--- src/rtl/render_lines.sv ---
// Table-driven multi-line renderer: fetches each segment from a synchronous table, scales it
// and rasterises it with an integrated Bresenham line engine feeding the framebuffer port.
module render_lines #(
  parameter int unsigned CORDW = 16,
  parameter int unsigned CIDXW = 4,
  parameter int unsigned SCALE = 1,
  parameter int unsigned LINES = 8,
  parameter int unsigned LOOP  = 0,
  localparam int unsigned IDXW = (LINES > 1) ? $clog2(LINES) : 1
) (
  input  logic                     clk,
  input  logic                     rst,
  input  logic                     oe,
  input  logic                     start,
  output logic [IDXW-1:0]          tbl_addr,
  input  logic [4*CORDW+CIDXW-1:0] tbl_data,
  output logic signed [CORDW-1:0]  x,
  output logic signed [CORDW-1:0]  y,
  output logic [CIDXW-1:0]         cidx,
  output logic                     drawing,
  output logic                     busy,
  output logic [IDXW-1:0]          line_idx,
  output logic                     done
);

  localparam int unsigned DW = CORDW + 1;
  localparam int unsigned EW = CORDW + 3;

  typedef enum logic [2:0] {StIdle, StFetch, StLoad, StDraw, StNext, StDone} state_e;
  typedef enum logic [1:0] {EngIdle, EngInit, EngRun} eng_e;

  state_e                  state_q, state_d;
  logic [IDXW-1:0]         idx_q, idx_d;
  logic                    load_en;
  logic                    draw_start_q, draw_start_d;
  logic                    draw_done_q, draw_done_d;
  logic signed [CORDW-1:0] x0_q, y0_q, x1_q, y1_q;
  logic [CIDXW-1:0]        cidx_q;

  // Product truncated to CORDW bits: overflow wraps in two's complement, no clipping.
  logic signed [CORDW-1:0] x0_s, y0_s, x1_s, y1_s;
  logic [CIDXW-1:0]        cidx_t;

  assign x0_s   = tbl_data[0*CORDW +: CORDW] * CORDW'(SCALE);
  assign y0_s   = tbl_data[1*CORDW +: CORDW] * CORDW'(SCALE);
  assign x1_s   = tbl_data[2*CORDW +: CORDW] * CORDW'(SCALE);
  assign y1_s   = tbl_data[3*CORDW +: CORDW] * CORDW'(SCALE);
  assign cidx_t = tbl_data[4*CORDW +: CIDXW];

  always_comb begin
    state_d      = state_q;
    idx_d        = idx_q;
    load_en      = 1'b0;
    draw_start_d = 1'b0;
    unique case (state_q)
      StIdle: begin
        if (start) begin
          state_d = StFetch;
          idx_d   = '0;
        end
      end
      StFetch: state_d = StLoad;
      StLoad: begin
        load_en = 1'b1;
        if (cidx_t == '0) begin
          state_d = StNext;
        end else begin
          draw_start_d = 1'b1;
          state_d      = StDraw;
        end
      end
      StDraw: begin
        if (draw_done_q) state_d = StNext;
      end
      StNext: begin
        if (idx_q < IDXW'(LINES - 1)) begin
          idx_d   = idx_q + IDXW'(1);
          state_d = StFetch;
        end else begin
          state_d = StDone;
        end
      end
      StDone: begin
        idx_d   = '0;
        state_d = (LOOP != 0) ? StFetch : StIdle;
      end
      default: state_d = StIdle;
    endcase
  end

  always_ff @(posedge clk) begin
    if (rst) begin
      state_q      <= StIdle;
      idx_q        <= '0;
      draw_start_q <= 1'b0;
      x0_q         <= '0;
      y0_q         <= '0;
      x1_q         <= '0;
      y1_q         <= '0;
      cidx_q       <= '0;
    end else begin
      state_q      <= state_d;
      idx_q        <= idx_d;
      draw_start_q <= draw_start_d;
      if (load_en) begin
        x0_q   <= x0_s;
        y0_q   <= y0_s;
        x1_q   <= x1_s;
        y1_q   <= y1_s;
        cidx_q <= cidx_t;
      end
    end
  end

  // Line engine: endpoints inclusive, one pixel per cycle while oe is high.
  eng_e                    eng_q, eng_d;
  logic signed [CORDW-1:0] ex_q, ex_d, ey_q, ey_d;
  logic signed [DW-1:0]    dx_q, dx_d, dy_q, dy_d;
  logic signed [EW-1:0]    err_q, err_d;
  logic                    sx_q, sx_d, sy_q, sy_d;
  logic signed [DW-1:0]    ddx, ddy;
  logic signed [EW-1:0]    e2, err_x, err_y;
  logic                    at_end;

  always_comb begin
    eng_d       = eng_q;
    ex_d        = ex_q;
    ey_d        = ey_q;
    dx_d        = dx_q;
    dy_d        = dy_q;
    err_d       = err_q;
    sx_d        = sx_q;
    sy_d        = sy_q;
    draw_done_d = 1'b0;
    ddx         = DW'(x1_q) - DW'(x0_q);
    ddy         = DW'(y1_q) - DW'(y0_q);
    e2          = err_q <<< 1;
    err_x       = '0;
    err_y       = '0;
    at_end      = (ex_q == x1_q) && (ey_q == y1_q);
    unique case (eng_q)
      EngIdle: begin
        if (draw_start_q) eng_d = EngInit;
      end
      EngInit: begin
        ex_d  = x0_q;
        ey_d  = y0_q;
        dx_d  = ddx[DW-1] ? -ddx : ddx;
        // dy is kept as the negated magnitude so both error updates are additions
        dy_d  = ddy[DW-1] ? ddy : -ddy;
        sx_d  = x0_q < x1_q;
        sy_d  = y0_q < y1_q;
        err_d = EW'(dx_d) + EW'(dy_d);
        eng_d = EngRun;
      end
      EngRun: begin
        if (oe) begin
          if (at_end) begin
            eng_d       = EngIdle;
            draw_done_d = 1'b1;
          end else begin
            if (e2 >= EW'(dy_q)) begin
              err_x = EW'(dy_q);
              if (sx_q) ex_d = ex_q + CORDW'(1);
              else      ex_d = ex_q - CORDW'(1);
            end
            if (e2 <= EW'(dx_q)) begin
              err_y = EW'(dx_q);
              if (sy_q) ey_d = ey_q + CORDW'(1);
              else      ey_d = ey_q - CORDW'(1);
            end
            err_d = err_q + err_x + err_y;
          end
        end
      end
      default: eng_d = EngIdle;
    endcase
  end

  always_ff @(posedge clk) begin
    if (rst) begin
      eng_q       <= EngIdle;
      ex_q        <= '0;
      ey_q        <= '0;
      dx_q        <= '0;
      dy_q        <= '0;
      err_q       <= '0;
      sx_q        <= 1'b0;
      sy_q        <= 1'b0;
      draw_done_q <= 1'b0;
    end else begin
      eng_q       <= eng_d;
      ex_q        <= ex_d;
      ey_q        <= ey_d;
      dx_q        <= dx_d;
      dy_q        <= dy_d;
      err_q       <= err_d;
      sx_q        <= sx_d;
      sy_q        <= sy_d;
      draw_done_q <= draw_done_d;
    end
  end

  assign tbl_addr = idx_q;
  assign line_idx = idx_q;
  assign x        = ex_q;
  assign y        = ey_q;
  assign cidx     = cidx_q;
  assign drawing  = (eng_q == EngRun) && oe;
  assign busy     = (state_q != StIdle);
  assign done     = (state_q == StDone);

endmodule

--- config.mk ---
export PLATFORM = sky130hd
export DESIGN_NAME = render_lines
export DESIGN_NICKNAME = d
export VERILOG_FILES = /design/src/rtl/render_lines.sv
export SDC_FILE = /design/constraint.sdc
export NUM_CORES = 1
export LEC_CHECK = 0
export BUFFER_PORTS_ARGS = -buffer_cell sky130_fd_sc_hd__buf_2
export CAP_MARGIN = 20
export CORE_MARGIN = 5
export CORE_UTILIZATION = 50
export CTS_CLUSTER_DIAMETER = 80
export DETAILED_ROUTE_END_ITERATION = 8
export PLACE_DENSITY = 0.69
export SLEW_MARGIN = 5
export SYNTH_ARGS = -nofsm -noshare
export SYNTH_HDL_FRONTEND = slang
export SYNTH_SLANG_ARGS = --single-unit
--- constraint.sdc ---
create_clock -name clk -period 9.8 [get_ports clk]
set_input_delay 2.94 -clock clk [delete_from_list [all_inputs] [get_ports clk]]
set_output_delay 2.94 -clock clk [all_outputs]
set_load 0.005 [all_outputs]
==> results.py, run 1 <==
metrics = {
    "floorplan": {
        "start_util_pct": 50.5,
        "io_pins": 117,
        "die_h_um": 175,
        "core_area_sq_um": 26900,
        "die_area_sq_um": 30500,
        "dieWidth_um": 175,
        "fp-row-count": 60,
    },
    "global_route": {
        "antenna_found_initial": 0,
        "grt_start_max_net_pins": 87,
        "grt_use_total_pct": 25.6,
        "grt_pass1_wl_um": 64600,
        "grt-ovfl-total": 0,
        "grt_pass1_vias": 12500,
    },
    "clock_network": {
        "ctsLongestPathBuffers": 2,
        "numCtsBuffers": 17,
        "insertion_delay_ns": 0.44,
        "htreeDepth": 4,
        "path_clk_slew_ns": 0.07,
        "ctsRootBufferMaster": "clkbuf_16",
        "hold_buffers": 0,
        "cts_setup_buffers": 0,
        "cts_tree": "built",
        "cts.sinks": 164,
        "ctsResizeCount": 0,
    },
    "logic_synthesis": {
        "ys_seq_elements": 164,
        "seq_area_frac_synth_pct": 24.2,
        "ys_types": 77,
        "synth_top_area_cell": "dfxtp_1",
        "netlist_area_sq_um": 13600,
        "synth_edf_count": 0,
        "synth_fp_nets": 2017,
        "synth_area_leaders": "dfxtp_1, ha_1, a21oi_1, nand2_1, nor2_1",
        "synth_area_per_cell_sq_um": 7.59,
        "netlist.area_leader.share_pct": 24.2,
        "async_reset_ff_share_pct": 0,
        "netlist_instances": 1788,
        "yosysWarnings": 0,
        "synth_top_cells_by_count": "nand2_1, nor2_1, a21oi_1, dfxtp_1, ha_1",
        "synth_ff_type": "dfxtp_1",
        "synth_most_common_cell": "nand2_1",
    },
    "route": {
        "num_vias": 13100,
        "drtIter0Drc": 920,
        "wirelength_um": 40000,
        "route.antenna.remaining_nets": 0,
        "drcViolationCount": 0,
        "wire_per_inst_um": 18.1,
        "dr.pass1.iters": 8,
        "via_per_inst": 5.95,
    },
    "run": {
        "maxCapViolCount": 0,
    },
    "critical_path": {
        "cp_slowest_cell": "buf_2",
        "cp_max_fo": 5,
        "cp.required_ns": 6.86,
        "cp_top_family": "buffers and inverters",
        "cp-end-kind": "output pin",
        "cp-start-kind": "input port",
        "max_stage_delay_ns": 0.15,
        "critPathMostFrequentCell": "buf_2",
        "path_cells": "buf_2, nand2_1, inv_1, buf_2",
        "timing_worst_setup_path_type": "in -> out",
        "crit_buf_inv": 3,
        "critical_path_arrival_ns": 3.41,
    },
    "timing": {
        "finClkSkew_ns": 0.0127,
        "fmax_mhz": 158,
        "finalSetupViolCount": 0,
        "rsz0062_at_grt": "no",
        "min_period_ns": 6.35,
        "drv_slew": 0,
        "setup-tns-final_ns": 0,
        "fin_crit_sh_pct": 64.8,
        "worst_pin_slew_ns": 1.02,
        "slew_headroom_pct": 31.7,
        "report.final.hold_viol_count": 0,
    },
    "outcome": {
        "status": "completed",
    },
    "layout": {
        "antenna-diode-count": 0,
        "drive_gt1_share_pct": 10.2,
        "fin_nets": 2082,
        "syn_to_final_growth_pct": 10.7,
    },
    "place": {
        "io_buffers": 116,
        "dpl.hpwl_um": 30000,
        "place.gp.congestion": 0.909,
    },
    "worst_hold_path": {
        "hp-class": "reg -> reg",
    },
}
-- sequential cells by signal, indices dropped and copies added, names as in the netlist --
register and cells:
eng_q 2, dy_q 17, draw_done_q 1, x 16, y1_q 16, line_idx 3
state_q 3, x0_q 16, err_q 18, sy_q 1, dx_q 17, sx_q 1
y 16, draw_start_q 1, cidx 4, x1_q 16, y0_q 16
-- worst paths after layout --
check            from   endpoint  slack, ns  cells past startpoint
max                oe    drawing       3.45                      4
min           cidx[3]    cidx[3]       0.45                      2
max reg2reg  dy_q[16]  err_q[17]       3.92                     21
min reg2reg   cidx[3]    cidx[3]       0.45                      2
-- routing by layer --
layer / part of all wire, % / track usage (%) / wire length, um
met2: 44 / 40.5 / 17600
met1: 46 / 35.2 / 18500
met3: 6.1 / 4.35 / 2450
met5: 0 / 0 / 0
met4: 3.6 / 9.13 / 1450
-- per-stage QoR --
step,worst slack [ns],hold WS (ns),area (sq um),util [%],std cells
final,3.45,0.454,15000,55.9,2206
after global routing,3.41,0.474,15000,55.9,2206
after CTS,3.46,0.455,15000,55.9,2206
after detailed placement,3.47,0.445,14400,53.5,2175
after global placement,3.46,0.441,14400,53.5,2175
after floorplan,3.76,0.436,13600,-,1788
-- kinds of logic (layout without fill, tap and decap cells) --
kind of cell,after synthesis,count (layout),share of synthesized area [%]
XOR/XNOR,124,124,8.00
flip-flops,164,164,24.2
adder cells (fa/ha/maj),157,157,15.7
AND/OR/NAND/NOR,638,638,21.7
AO/OA/AOI/OAI,504,504,24.3
buffers and inverters,194,271,5.49
multiplexers,7,7,0.516
-- worst register-to-register path: stages, from the launching register on --
cell and delay (ns):
dfxtp_1 0.36, inv_1 0.09, ha_1 0.30, nand4_1 0.13, nor2_1 0.17, nand2_1 0.07, a21o_1 0.15, a32oi_1 0.59
buf_4 0.31, and2_1 0.18, fa_1 0.42, ha_1 0.25, fa_1 0.43, a211oi_1 0.39, o21ai_0 0.23, a41oi_1 0.38
o21a_1 0.16, nor3_1 0.07, and4_1 0.20, a2111oi_0 0.61, xnor2_1 0.20, a21oi_1 0.09
-- final cells by class --
class	count	area (sq um)
sequential	164	3280
tap	341	427
fill	2575	11900
inverter	111	417
clock inverter	14	215
multi-input combinational	1430	9570
timing repair buffer	129	681
clock buffer	17	425
-- cell usage in the layout (no fill, tap or decap), types with 19 or more instances in the layout --
cell type	count
a21oi_1	179
nor2_1	189
buf_2	115
ha_1	134
inv_1	111
xnor2_1	63
xor2_1	61
a311oi_1	19
nand3_1	27
nand4_1	19
o21ai_0	75
and2_1	22
dfxtp_1	164
o21a_1	25
fa_1	23
nand2_1	226
a211oi_1	49
a21o_1	22
nor3_1	48
Power of run 1 is left out: the tool's default activity adds up to more than one toggle a clock period on the data nets, which glitch-free logic cannot reach.
==> run 2, diff against run 1 <==
- PLACE_DENSITY: 0.69 -> 0.71
- clock period: 9.8 -> 5.7 ns (I/O delays scaled with it)
==> results.py, run 2 (synthesis results as in run 1) <==
metrics = {
    "route": {
        "wire_per_inst_um": 18.3,
        "route.antenna.remaining_nets": 0,
        "drtIter0Drc": 1108,
        "dr.pass1.iters": 5,
        "wirelength_um": 40600,
        "drcViolationCount": 0,
        "num_vias": 13100,
        "via_per_inst": 5.92,
    },
    "timing": {
        "fin_crit_sh_pct": 94.6,
        "finalSetupViolCount": 0,
        "rsz0062_at_grt": "no",
        "fmax_mhz": 185,
        "min_period_ns": 5.39,
        "finClkSkew_ns": 0.0159,
        "drv_slew": 0,
        "setup-tns-final_ns": 0,
        "report.final.hold_viol_count": 0,
        "worst_pin_slew_ns": 0.793,
        "slew_headroom_pct": 46.7,
    },
    "place": {
        "io_buffers": 116,
        "place.gp.congestion": 0.907,
        "dpl.hpwl_um": 30800,
    },
    "clock_network": {
        "numCtsBuffers": 17,
        "cts.sinks": 164,
        "hold_buffers": 0,
        "ctsRootBufferMaster": "clkbuf_16",
        "insertion_delay_ns": 0.45,
        "path_clk_slew_ns": 0.07,
        "cts_setup_buffers": 0,
        "htreeDepth": 4,
        "ctsLongestPathBuffers": 2,
        "cts_tree": "built",
    },
    "run": {
        "maxCapViolCount": 0,
    },
    "layout": {
        "largest_registers": "err_q (18), dx_q (17), dy_q (17)",
        "fin_nets": 2089,
        "final_common_cell": "nand2_1",
        "largest_reg_flops": 18,
        "drive_gt1_share_pct": 10.6,
        "syn_to_final_growth_pct": 10.8,
        "final_cell_mix": "nand2_1, nor2_1, a21oi_1",
        "fin_util_pct": 55.9,
        "regMostFlops": "err_q",
    },
    "global_route": {
        "grt_pass1_vias": 12400,
        "antenna_found_initial": 3,
        "grt_pass1_wl_um": 64600,
        "grt-ovfl-total": 0,
        "grt_use_total_pct": 25.9,
        "grt_start_max_net_pins": 60,
    },
    "critical_path": {
        "critical_path_arrival_ns": 5.73,
        "cp-start-kind": "register",
        "cp_max_fo": 10,
        "cp.required_ns": 6.04,
        "timing_worst_setup_path_type": "reg -> reg",
        "cp-end-kind": "register",
        "reg2reg_setup_slack_ns": 0.31,
    },
    "floorplan": {
        "start_util_pct": 50.5,
        "core_area_sq_um": 26900,
        "io_pins": 117,
        "dieWidth_um": 175,
        "fp-row-count": 60,
        "die_h_um": 175,
        "die_area_sq_um": 30500,
    },
    "worst_hold_path": {
        "hp-class": "reg -> reg",
    },
    "outcome": {
        "status": "completed",
    },
}
==> run 2: cell count changes in the layout (fill, tap and decap cells not counted), sizes merged <==
cell and delta:
buf +7, bufinv -2, diode +1, clkbuf +1
inv +1, clkinv +1
==> run 2: layout make-up <==
type / count / area, sq um
fill: 2508 / 11800
tap: 341 / 427
timing repair buffer: 136 / 733
clock inverter: 14 / 164
antenna: 1 / 2.50
clock buffer: 18 / 429
sequential: 164 / 3280
inverter: 111 / 417
multi-input combinational: 1430 / 9580
==> run 2: worst paths after layout <==
kind	startpoint	end	depth (start not counted)
max	y1_q[0]	err_q[16]	21
min reg2reg	cidx[2]	cidx[2]	2
min	cidx[2]	cidx[2]	2
max reg2reg	y1_q[0]	err_q[16]	21
==> run 2: routing by layer <==
layer  up-vias  GRT usage (%)  part of all wire, %  wire length [um]
met5         -              0                0.084                34
met4         4           10.2                  3.1              1270
met3        78           5.02                  6.8              2740
met2       455           40.8                   44             17800
met1      6067           35.3                   46             18700
li1       6513              -                    -                 -
==> run 2: repair_timing <==
action,CTS,global route
endpoints found under the hold margin,0,0
setup endpoints to repair,0,1
resized for setup,0,1
==> run 2: per-stage QoR <==
step | hold WS (ns) | worst slack [ns] | instance area (sq um) | instances
after floorplan | 0.436 | 0.882 | 13600 | 1788
after global placement | 0.440 | 0.452 | 14400 | 2182
after detailed placement | 0.450 | 0.373 | 14400 | 2182
after CTS | 0.460 | 0.341 | 15000 | 2214
after global routing | 0.472 | 0.0153 | 15000 | 2214
final | 0.455 | 0.308 | 15000 | 2215
==> run 2: worst max-delay path: stages (launching register included) <==
cell	delay (ns)
dfxtp_1	0.37
inv_1	0.06
ha_1	0.20
fa_1	0.40
nand2b_1	0.19
a211oi_2	0.44
nor3_1	0.13
o311ai_2	0.40
a221o_1	0.42
o31a_1	0.21
xnor2_1	0.11
ha_1	0.24
or3_1	0.43
a21oi_1	0.21
o31ai_1	0.13
o41ai_1	0.35
buf_4	0.20
o2111ai_1	0.12
a21oi_1	0.19
xor2_1	0.16
nor2_1	0.07
a311o_1	0.26
Power of run 2 is left out for the same reason.
